$ cat config.mk
export PLATFORM = sky130hd
export DESIGN_NAME = flu_wb_arbiter
export DESIGN_NICKNAME = d
export VERILOG_FILES = /design/src/rtl/flu_wb_arbiter_pkg.sv /design/src/rtl/flu_wb_fifo.sv /design/src/rtl/flu_wb_arbiter.sv
export SDC_FILE = /design/constraint.sdc
export NUM_CORES = 1
export LEC_CHECK = 0
export BUFFER_PORTS_ARGS = -buffer_cell sky130_fd_sc_hd__buf_2
export CAP_MARGIN = 0
export CORE_AREA = 2 2 313 315
export CTS_BUF_LIST = sky130_fd_sc_hd__clkbuf_8
export DETAILED_ROUTE_END_ITERATION = 16
export DIE_AREA = 0 0 315 317
export PLACE_DENSITY = 0.76
export SYNTH_ARGS = -nofsm -noshare
export SYNTH_HDL_FRONTEND = slang
export SYNTH_SLANG_ARGS = --single-unit
$ cat constraint.sdc
create_clock -name clk_i -period 2.07 [get_ports clk_i]
set_input_delay 0.1035 -clock clk_i [delete_from_list [all_inputs] [get_ports clk_i]]
set_output_delay 0.1035 -clock clk_i [all_outputs]
set_load 0.1 [all_outputs]
$ cat src/rtl/flu_wb_arbiter_pkg.sv
// Shared types for the FLU writeback arbiter: exception record and buffered writeback entry.
package flu_wb_arbiter_pkg;

    localparam int unsigned XLEN          = 64;
    localparam int unsigned TRANS_ID_BITS = 3;
    localparam int unsigned FLU_LL_PORTS  = 2;

    typedef struct packed {
        logic [XLEN-1:0] cause;
        logic [XLEN-1:0] tval;
        logic            valid;
    } exception_t;

    typedef struct packed {
        logic [XLEN-1:0]          result;
        logic [TRANS_ID_BITS-1:0] trans_id;
        exception_t               ex;
    } flu_wb_entry_t;

endpackage

$ cat src/rtl/flu_wb_fifo.sv
// Small result FIFO for one long-latency requester; DEPTH must be a power of two.
module flu_wb_fifo
    import flu_wb_arbiter_pkg::*;
#(
    parameter int unsigned DEPTH = 2
) (
    input  logic          i_clk,
    input  logic          i_rst_n,
    input  logic          i_flush,
    input  logic          i_push,
    input  flu_wb_entry_t i_data,
    input  logic          i_pop,
    output flu_wb_entry_t o_data,
    output logic          o_full,
    output logic          o_empty
);

    localparam int unsigned AW = (DEPTH > 1) ? $clog2(DEPTH) : 1;
    localparam int unsigned CW = AW + 1;

    flu_wb_entry_t  r_mem [DEPTH];
    logic [AW-1:0]  r_wptr;
    logic [AW-1:0]  r_rptr;
    logic [CW-1:0]  r_count;

    // Pointers wrap naturally at DEPTH; the extra count bit separates full from empty.
    always_ff @(posedge i_clk or negedge i_rst_n) begin
        if (!i_rst_n) begin
            r_wptr  <= '0;
            r_rptr  <= '0;
            r_count <= '0;
            for (int i = 0; i < int'(DEPTH); i++) begin
                r_mem[i] <= '0;
            end
        end else if (i_flush) begin
            r_wptr  <= '0;
            r_rptr  <= '0;
            r_count <= '0;
        end else begin
            if (i_push) begin
                r_mem[r_wptr] <= i_data;
                r_wptr        <= r_wptr + AW'(1);
            end
            if (i_pop) begin
                r_rptr <= r_rptr + AW'(1);
            end
            if (i_push && !i_pop) begin
                r_count <= r_count + CW'(1);
            end else if (!i_push && i_pop) begin
                r_count <= r_count - CW'(1);
            end
        end
    end

    assign o_data  = r_mem[r_rptr];
    assign o_full  = (r_count == CW'(DEPTH));
    assign o_empty = (r_count == '0);

endmodule

$ cat src/rtl/flu_wb_arbiter.sv
// FLU writeback-port arbiter: single-cycle path has absolute priority, two buffered
// long-latency ports share the remainder round-robin. Optional starvation guard: FLU_ARB_STARVE_GUARD_EN.
module flu_wb_arbiter
    import flu_wb_arbiter_pkg::*;
#(
    parameter int unsigned DEPTH      = 2,
    parameter int unsigned STARVE_MAX = 8
) (
    input  logic                                         clk_i,
    input  logic                                         rst_ni,
    input  logic                                         flush_i,
    input  logic                                         sc_valid_i,
    input  logic [XLEN-1:0]                              sc_result_i,
    input  logic [TRANS_ID_BITS-1:0]                     sc_trans_id_i,
    input  exception_t                                   sc_exception_i,
    output logic                                         sc_stall_o,
    input  logic [FLU_LL_PORTS-1:0]                      ll_valid_i,
    output logic [FLU_LL_PORTS-1:0]                      ll_ready_o,
    input  logic [FLU_LL_PORTS-1:0][XLEN-1:0]            ll_result_i,
    input  logic [FLU_LL_PORTS-1:0][TRANS_ID_BITS-1:0]   ll_trans_id_i,
    input  exception_t [FLU_LL_PORTS-1:0]                ll_exception_i,
    output logic                                         wb_valid_o,
    output logic [XLEN-1:0]                              wb_result_o,
    output logic [TRANS_ID_BITS-1:0]                     wb_trans_id_o,
    output exception_t                                   wb_exception_o,
    output logic                                         ll_pending_o
);

    if (DEPTH < 2 || (DEPTH & (DEPTH - 1)) != 0 || STARVE_MAX < 2) begin : g_bad_param
        $error("flu_wb_arbiter: DEPTH must be a power of two >= 2 and STARVE_MAX >= 2");
    end

    logic [FLU_LL_PORTS-1:0]          w_full;
    logic [FLU_LL_PORTS-1:0]          w_empty;
    logic [FLU_LL_PORTS-1:0]          w_push;
    logic [FLU_LL_PORTS-1:0]          w_pop;
    logic [FLU_LL_PORTS-1:0]          w_head_vld;
    flu_wb_entry_t [FLU_LL_PORTS-1:0] w_in;
    flu_wb_entry_t [FLU_LL_PORTS-1:0] w_head;
    logic                             w_contested;
    logic                             w_ll_grant;
    logic                             w_sel;
    logic                             r_rr;

    for (genvar p = 0; p < FLU_LL_PORTS; p++) begin : g_port
        assign ll_ready_o[p] = !w_full[p] && !flush_i;
        assign w_push[p]     = ll_valid_i[p] && ll_ready_o[p];
        assign w_head_vld[p] = !w_empty[p] && !flush_i;
        assign w_in[p]       = '{result: ll_result_i[p], trans_id: ll_trans_id_i[p], ex: ll_exception_i[p]};

        flu_wb_fifo #(.DEPTH(DEPTH)) u_fifo (
            .i_clk   (clk_i),
            .i_rst_n (rst_ni),
            .i_flush (flush_i),
            .i_push  (w_push[p]),
            .i_data  (w_in[p]),
            .i_pop   (w_pop[p]),
            .o_data  (w_head[p]),
            .o_full  (w_full[p]),
            .o_empty (w_empty[p])
        );
    end

    assign ll_pending_o = |(~w_empty);

    // Grant mux: single-cycle first, then the lone valid head, else the rr choice.
    always_comb begin
        w_contested    = &w_head_vld;
        w_ll_grant     = !sc_valid_i && (|w_head_vld);
        w_sel          = w_contested ? r_rr : w_head_vld[1];
        w_pop          = '0;
        wb_valid_o     = 1'b0;
        wb_result_o    = '0;
        wb_trans_id_o  = '0;
        wb_exception_o = '0;
        if (sc_valid_i) begin
            wb_valid_o     = 1'b1;
            wb_result_o    = sc_result_i;
            wb_trans_id_o  = sc_trans_id_i;
            wb_exception_o = sc_exception_i;
        end else if (w_ll_grant) begin
            w_pop[w_sel]   = 1'b1;
            wb_valid_o     = 1'b1;
            wb_result_o    = w_head[w_sel].result;
            wb_trans_id_o  = w_head[w_sel].trans_id;
            wb_exception_o = w_head[w_sel].ex;
        end
    end

    always_ff @(posedge clk_i or negedge rst_ni) begin
        if (!rst_ni) begin
            r_rr <= 1'b0;
        end else if (flush_i) begin
            r_rr <= 1'b0;
        end else if (w_ll_grant && w_contested) begin
            r_rr <= !r_rr;
        end
    end

`ifdef FLU_ARB_STARVE_GUARD_EN
    localparam int unsigned CNTW = $clog2(STARVE_MAX + 1);

    logic [CNTW-1:0] r_cnt;
    logic            r_stall;
    logic            w_starve_inc;
    logic            w_fire;

    assign w_starve_inc = sc_valid_i && ll_pending_o;
    assign w_fire       = w_starve_inc && (r_cnt == CNTW'(STARVE_MAX - 1));

    // The cycle that would make cnt reach STARVE_MAX arms a one-cycle stall instead.
    always_ff @(posedge clk_i or negedge rst_ni) begin
        if (!rst_ni) begin
            r_cnt   <= '0;
            r_stall <= 1'b0;
        end else if (flush_i) begin
            r_cnt   <= '0;
            r_stall <= 1'b0;
        end else begin
            r_stall <= w_fire;
            if (w_ll_grant || !ll_pending_o || w_fire) begin
                r_cnt <= '0;
            end else if (w_starve_inc && (r_cnt != CNTW'(STARVE_MAX))) begin
                r_cnt <= r_cnt + CNTW'(1);
            end
        end
    end

    assign sc_stall_o = r_stall;

    a_no_sc_during_stall: assert property (@(posedge clk_i) disable iff (!rst_ni) r_stall |-> !sc_valid_i);
`else
    assign sc_stall_o = 1'b0;
`endif

endmodule
==> impl_table.tex <==
\begin{tabular}{lr}
\hline
Metric & Value \\
\hline
\multicolumn{2}{l}{\textbf{Timing}} \\
\quad Max-slew headroom at the worst pin & between 40\% and 50\% \\
\quad Final-layout setup total negative slack & -173770 ps \\
\quad Unrepaired setup endpoints after global routing & true \\
\quad Max Transition Viols Final & 0 \\
\quad Fmax & around 320 MHz \\
\quad Worst-Margin Slew & between 700 and 800 ps \\
\quad Worst-case setup margin in the final layout & -1060 ps \\
\quad Minimum clock period & approximately 3100 ps \\
\quad Worst Hold Margin & 61.7 ps \\
\quad Worst-case clock skew & between 40 and 50 ps \\
\quad Final worst-path cycle share & 151\% \\
\quad Setup-violating endpoint count in the final report & between 700 and 800 \\
\quad Number of hold-slack violations in the final timing report & 0 \\
\multicolumn{2}{l}{\textbf{Critical path}} \\
\quad CP Cell Sequence & o21ba\_4 -> buf\_12 -> bufbuf\_16 -> o21ai\_1 -> a32o\_2 -> buf\_12 \\
\quad Gate family responsible for the most delay along the worst path & compound AO/OA/AOI/OAI gates \\
\quad Data required time of the worst path & approximately 2000 ps \\
\quad CP max-delay cell & sky130\_fd\_sc\_hd\_\_dfrtp\_2 \\
\quad Arrival time of data at the critical path endpoint & approximately 3000 ps \\
\quad Cell depth of the worst flop-to-flop path & 7 \\
\quad Nature of the critical path startpoint & flop \\
\quad Start-to-end type of the worst setup path & flop to primary output \\
\quad Crit path buffers/inverters & 3 \\
\quad Max incr delay on CP & 470 ps \\
\quad Worst path most repeated cell & sky130\_fd\_sc\_hd\_\_buf\_12 \\
\quad Critical Path End Type & primary output \\
\quad Number of stages on the worst setup path & 6 \\
\quad Largest fanout of any net on the critical path & 14 \\
\multicolumn{2}{l}{\textbf{Finish}} \\
\quad Cell Count, Final, Fillers Out & 5784 \\
\quad Share of post-route cells with drive strength above 1 & between 50\% and 60\% \\
\quad Design area & 0.0604 sq mm \\
\quad Fill count & between 6k and 7k \\
\quad P\&R area growth vs syn & 53.6\% \\
\quad Area of the multi-input gates & 0.0198 sq mm \\
\quad Final Net Count & between 4k and 5k \\
\quad Register area & a little under 0.02 sq mm \\
\multicolumn{2}{l}{\textbf{Yosys}} \\
\quad Number of synthesized register bits & about 800 \\
\quad Gate count of the mapped netlist & 2883 \\
\quad Ys async rst share & 100\% \\
\quad Post-synth net total & about 3.5k \\
\quad Post-synthesis average cell area & 13.6 sq um \\
\quad Register area share after synthesis & 50.4\% \\
\quad Number of warnings printed during yosys synthesis & 0 \\
\quad Netlist cell types & 36 \\
\quad Area of the mapped netlist & 0.0393 sq mm \\
\quad Top FF cell, synth & sky130\_fd\_sc\_hd\_\_dfrtp\_1 \\
\quad Number of enable flip-flop cells after synthesis & 0 \\
\multicolumn{2}{l}{\textbf{Clock tree}} \\
\quad Library cell used as clock root buffer & sky130\_fd\_sc\_hd\_\_clkbuf\_8 \\
\quad Clock tree from TritonCTS & built \\
\quad Clock latency at the later pin of the worst-skew pair & between 800 and 900 ps \\
\quad Total CTS buffers & approximately 140 \\
\quad Max Buffers Root-to-Sink & 3 \\
\quad CTS sink cnt & between 700 and 800 \\
\quad H-tree depth & 4 \\
\quad Clock edge transition at the registers on the reported setup and hold paths & around 80 ps \\
\multicolumn{2}{l}{\textbf{GRT}} \\
\quad Pin count of the biggest net entering global routing & approximately 110 \\
\quad Residual overflow from global routing & 0 \\
\quad Wire length of the first global-routing pass & between 200 and 250 mm \\
\quad Overall routing resource usage & between 20\% and 30\% \\
\quad Number of antenna violations at the first check in global routing & 29 \\
\quad Number of global-route vias before repair & about 36k \\
\multicolumn{2}{l}{\textbf{Routing}} \\
\quad Antenna violation net count after detailed routing & 0 \\
\quad Routed wirelength normalized by instance count & 28.1 microns \\
\quad DRT iter0 DRCs & between 3k and 4k \\
\quad Routed wire length & $\sim$160 mm \\
\quad DRC violation count after routing & 0 \\
\quad Vias/cell & 5.95 \\
\quad Drt first pass iters & 5 \\
\quad Vias & between 30k and 40k \\
\multicolumn{2}{l}{\textbf{Place}} \\
\quad Port Buffer Count & around 800 \\
\quad Placed inst area & roughly 0.051 sq mm \\
\quad Number of placed instances with taps included & 4966 \\
\quad Final weighted congestion in routability-driven placement & between 0.9 and 1 \\
\quad HPWL reported at the end of detailed placement & 91.6 mm \\
\multicolumn{2}{l}{\textbf{Power and ir drop}} \\
\quad Maximum VDD drop & 698 uV \\
\quad Total power & 57.2 mW \\
\quad Static leakage & approximately 27 nW \\
\quad Total power per unit cell area & $\sim$950 mW/mm\^{}2 \\
\multicolumn{2}{l}{\textbf{Floorplanning}} \\
\quad I/O pin total & a little under 800 \\
\quad Die X & around 320 microns \\
\quad Die ar. & roughly 0.1 sq mm \\
\quad Height of the chip & $\sim$320 microns \\
\quad Starting Density & between 40 and 50\% \\
\quad Standard-cell row count & roughly 110 \\
\quad Core footprint & 0.0963 sq mm \\
\multicolumn{2}{l}{\textbf{Flow run}} \\
\quad Number of max-cap violations & 0 \\
\multicolumn{2}{l}{\textbf{Min path}} \\
\quad Number of cells traversed by the worst hold path & 3 \\
\quad Type of the worst min-delay path & primary input to flop \\
\multicolumn{2}{l}{\textbf{Status}} \\
\quad Run status & finished with violations \\
\quad Violations in the final reports & setup timing \\
\hline
\end{tabular}
==> final cells by class <==
type	instances	share of cell area, %
clock buffers	176	4.01
flip-flops and latches	793	32.9
diodes	33	0.137
well taps	1276	2.64
inverters	6	0.0373
clock inverters	68	0.665
repair buffers	1616	26.8
multi-input cells	1816	32.8
==> cells by family (layout without fill, tap and decap cells) <==
| family | after synthesis | count (layout) | synth area share [%] |
|---|---|---|---|
| buffers and inverters | 274 | 1866 | 3.53 |
| AOI/OAI and AO/OA | 421 | 421 | 7.99 |
| and+or+nand+nor | 218 | 218 | 2.94 |
| DFF | 793 | 793 | 50.4 |
| other | 1 | 34 | 0.00953 |
| muxes | 1176 | 1176 | 35.1 |
==> flip-flops by register name (all words and copies together), names as in the netlist <==
name / count
g_port.u_fifo.r_wptr: 2
g_port.u_fifo.r_mem: 784
r_rr: 1
g_port.u_fifo.r_rptr: 2
g_port.u_fifo.r_count: 4
==> stage by stage <==
step	util, %	setup slack [ps]
4_1_cts	61.4	-818
2_1_floorplan	-	-221
3_3_place_gp	52.5	-105
3_5_place_dp	52.5	-42.1
6_report	62.8	-1060
5_1_grt	62.7	-1060
==> placed cells by master (no fill, tap or decap), types with 14 or more instances in the layout <==
| cell | n |
|---|---|
| sky130_fd_sc_hd__dfrtp_1 | 787 |
| sky130_fd_sc_hd__buf_2 | 594 |
| sky130_fd_sc_hd__mux2_2 | 504 |
| sky130_fd_sc_hd__dlygate4sd3_1 | 467 |
| sky130_fd_sc_hd__mux2i_1 | 326 |
| sky130_fd_sc_hd__mux2_4 | 280 |
| sky130_fd_sc_hd__buf_12 | 277 |
| sky130_fd_sc_hd__buf_4 | 188 |
| sky130_fd_sc_hd__clkbuf_8 | 176 |
| sky130_fd_sc_hd__nand3_1 | 171 |
| sky130_fd_sc_hd__a32o_2 | 128 |
| sky130_fd_sc_hd__o21ai_1 | 96 |
| sky130_fd_sc_hd__o21ai_0 | 71 |
| sky130_fd_sc_hd__a32o_4 | 68 |
| sky130_fd_sc_hd__mux2i_2 | 43 |
| sky130_fd_sc_hd__inv_1 | 43 |
| sky130_fd_sc_hd__buf_6 | 42 |
| sky130_fd_sc_hd__diode_2 | 33 |
| sky130_fd_sc_hd__o21ai_2 | 31 |
| sky130_fd_sc_hd__nand3_2 | 25 |
| sky130_fd_sc_hd__mux2i_4 | 23 |
| sky130_fd_sc_hd__buf_16 | 17 |
| sky130_fd_sc_hd__clkinv_2 | 14 |
| sky130_fd_sc_hd__clkbuf_16 | 14 |
==> worst paths after layout <==
path | to | from | slack, ps
hold reg to reg | g_port[1].u_fifo.r_mem[314] | g_port[1].u_fifo.r_mem[314] | 500
setup reg to reg | g_port[0].u_fifo.r_mem[264] | g_port[0].u_fifo.r_count[1] | -170
hold / removal | g_port[1].u_fifo.r_mem[40] | ll_exception_i[169] | 60
min in group asynchronous | g_port[0].u_fifo.r_mem[248] | rst_ni | 490
setup / recovery | wb_exception_o[58] | g_port[0].u_fifo.r_count[0] | -1060
max in group asynchronous | g_port[0].u_fifo.r_mem[378] | rst_ni | 610
==> worst min-delay path, delay by kind of cell <==
| kind | cells | cell delay (ps) |
|---|---|---|
| buffers and inverters | 2 | 650 |
| multiplexers | 1 | 130 |
==> timing repair <==
action	CTS	global route
endpoints found under the setup margin	244	613
hold buffers	468	0
gates resized for setup	183	206
pin swaps	17	21
gates cloned	9	16
hold endpoints to repair	1586	0
buffers inserted	32	20
==> power breakdown <==
part           switching (mW)  internal (mW)
clock network            7.16           7.94
registers                2.78           19.5
logic                    9.91           9.93
total                    19.9           37.4
==> per-layer routing <==
layer  share of wire, %  track usage [%]
met4                7.3             18.2
met3                8.8             7.13
met1                 36             33.1
met5              0.017                0
met2                 48             48.8
==> synth_stat cells, types with 2 or more instances <==
library cell                count  share of area (%)
sky130_fd_sc_hd__or4_1          3              0.057
sky130_fd_sc_hd__o211ai_1       3              0.057
sky130_fd_sc_hd__a31oi_1        5              0.080
sky130_fd_sc_hd__a21oi_1        5              0.064
sky130_fd_sc_hd__a221o_1        2              0.051
sky130_fd_sc_hd__nor2b_4        2              0.070
sky130_fd_sc_hd__nor2_1         4              0.038
sky130_fd_sc_hd__buf_6         32               0.92
sky130_fd_sc_hd__nand4_1        2              0.032
sky130_fd_sc_hd__mux2_2       504                 14
sky130_fd_sc_hd__o21ai_0      200                2.5
sky130_fd_sc_hd__buf_1         17               0.16
sky130_fd_sc_hd__buf_2         60               0.76
sky130_fd_sc_hd__mux2_4       280                 11
sky130_fd_sc_hd__clkbuf_1     147                1.4
sky130_fd_sc_hd__mux2i_1      392                 10
sky130_fd_sc_hd__o2111ai_1      2              0.045
sky130_fd_sc_hd__o21bai_1       2              0.038
sky130_fd_sc_hd__or3_1          2              0.032
sky130_fd_sc_hd__o31ai_1        3              0.057
sky130_fd_sc_hd__a32o_1       196                5.0
sky130_fd_sc_hd__o21ba_2        2              0.051
sky130_fd_sc_hd__or4b_1         2              0.051
sky130_fd_sc_hd__inv_1          5              0.048
sky130_fd_sc_hd__buf_4         12               0.23
sky130_fd_sc_hd__dfrtp_1      793                 50
sky130_fd_sc_hd__nand3_1      197                2.5
Power figures use the tool's default switching activity.
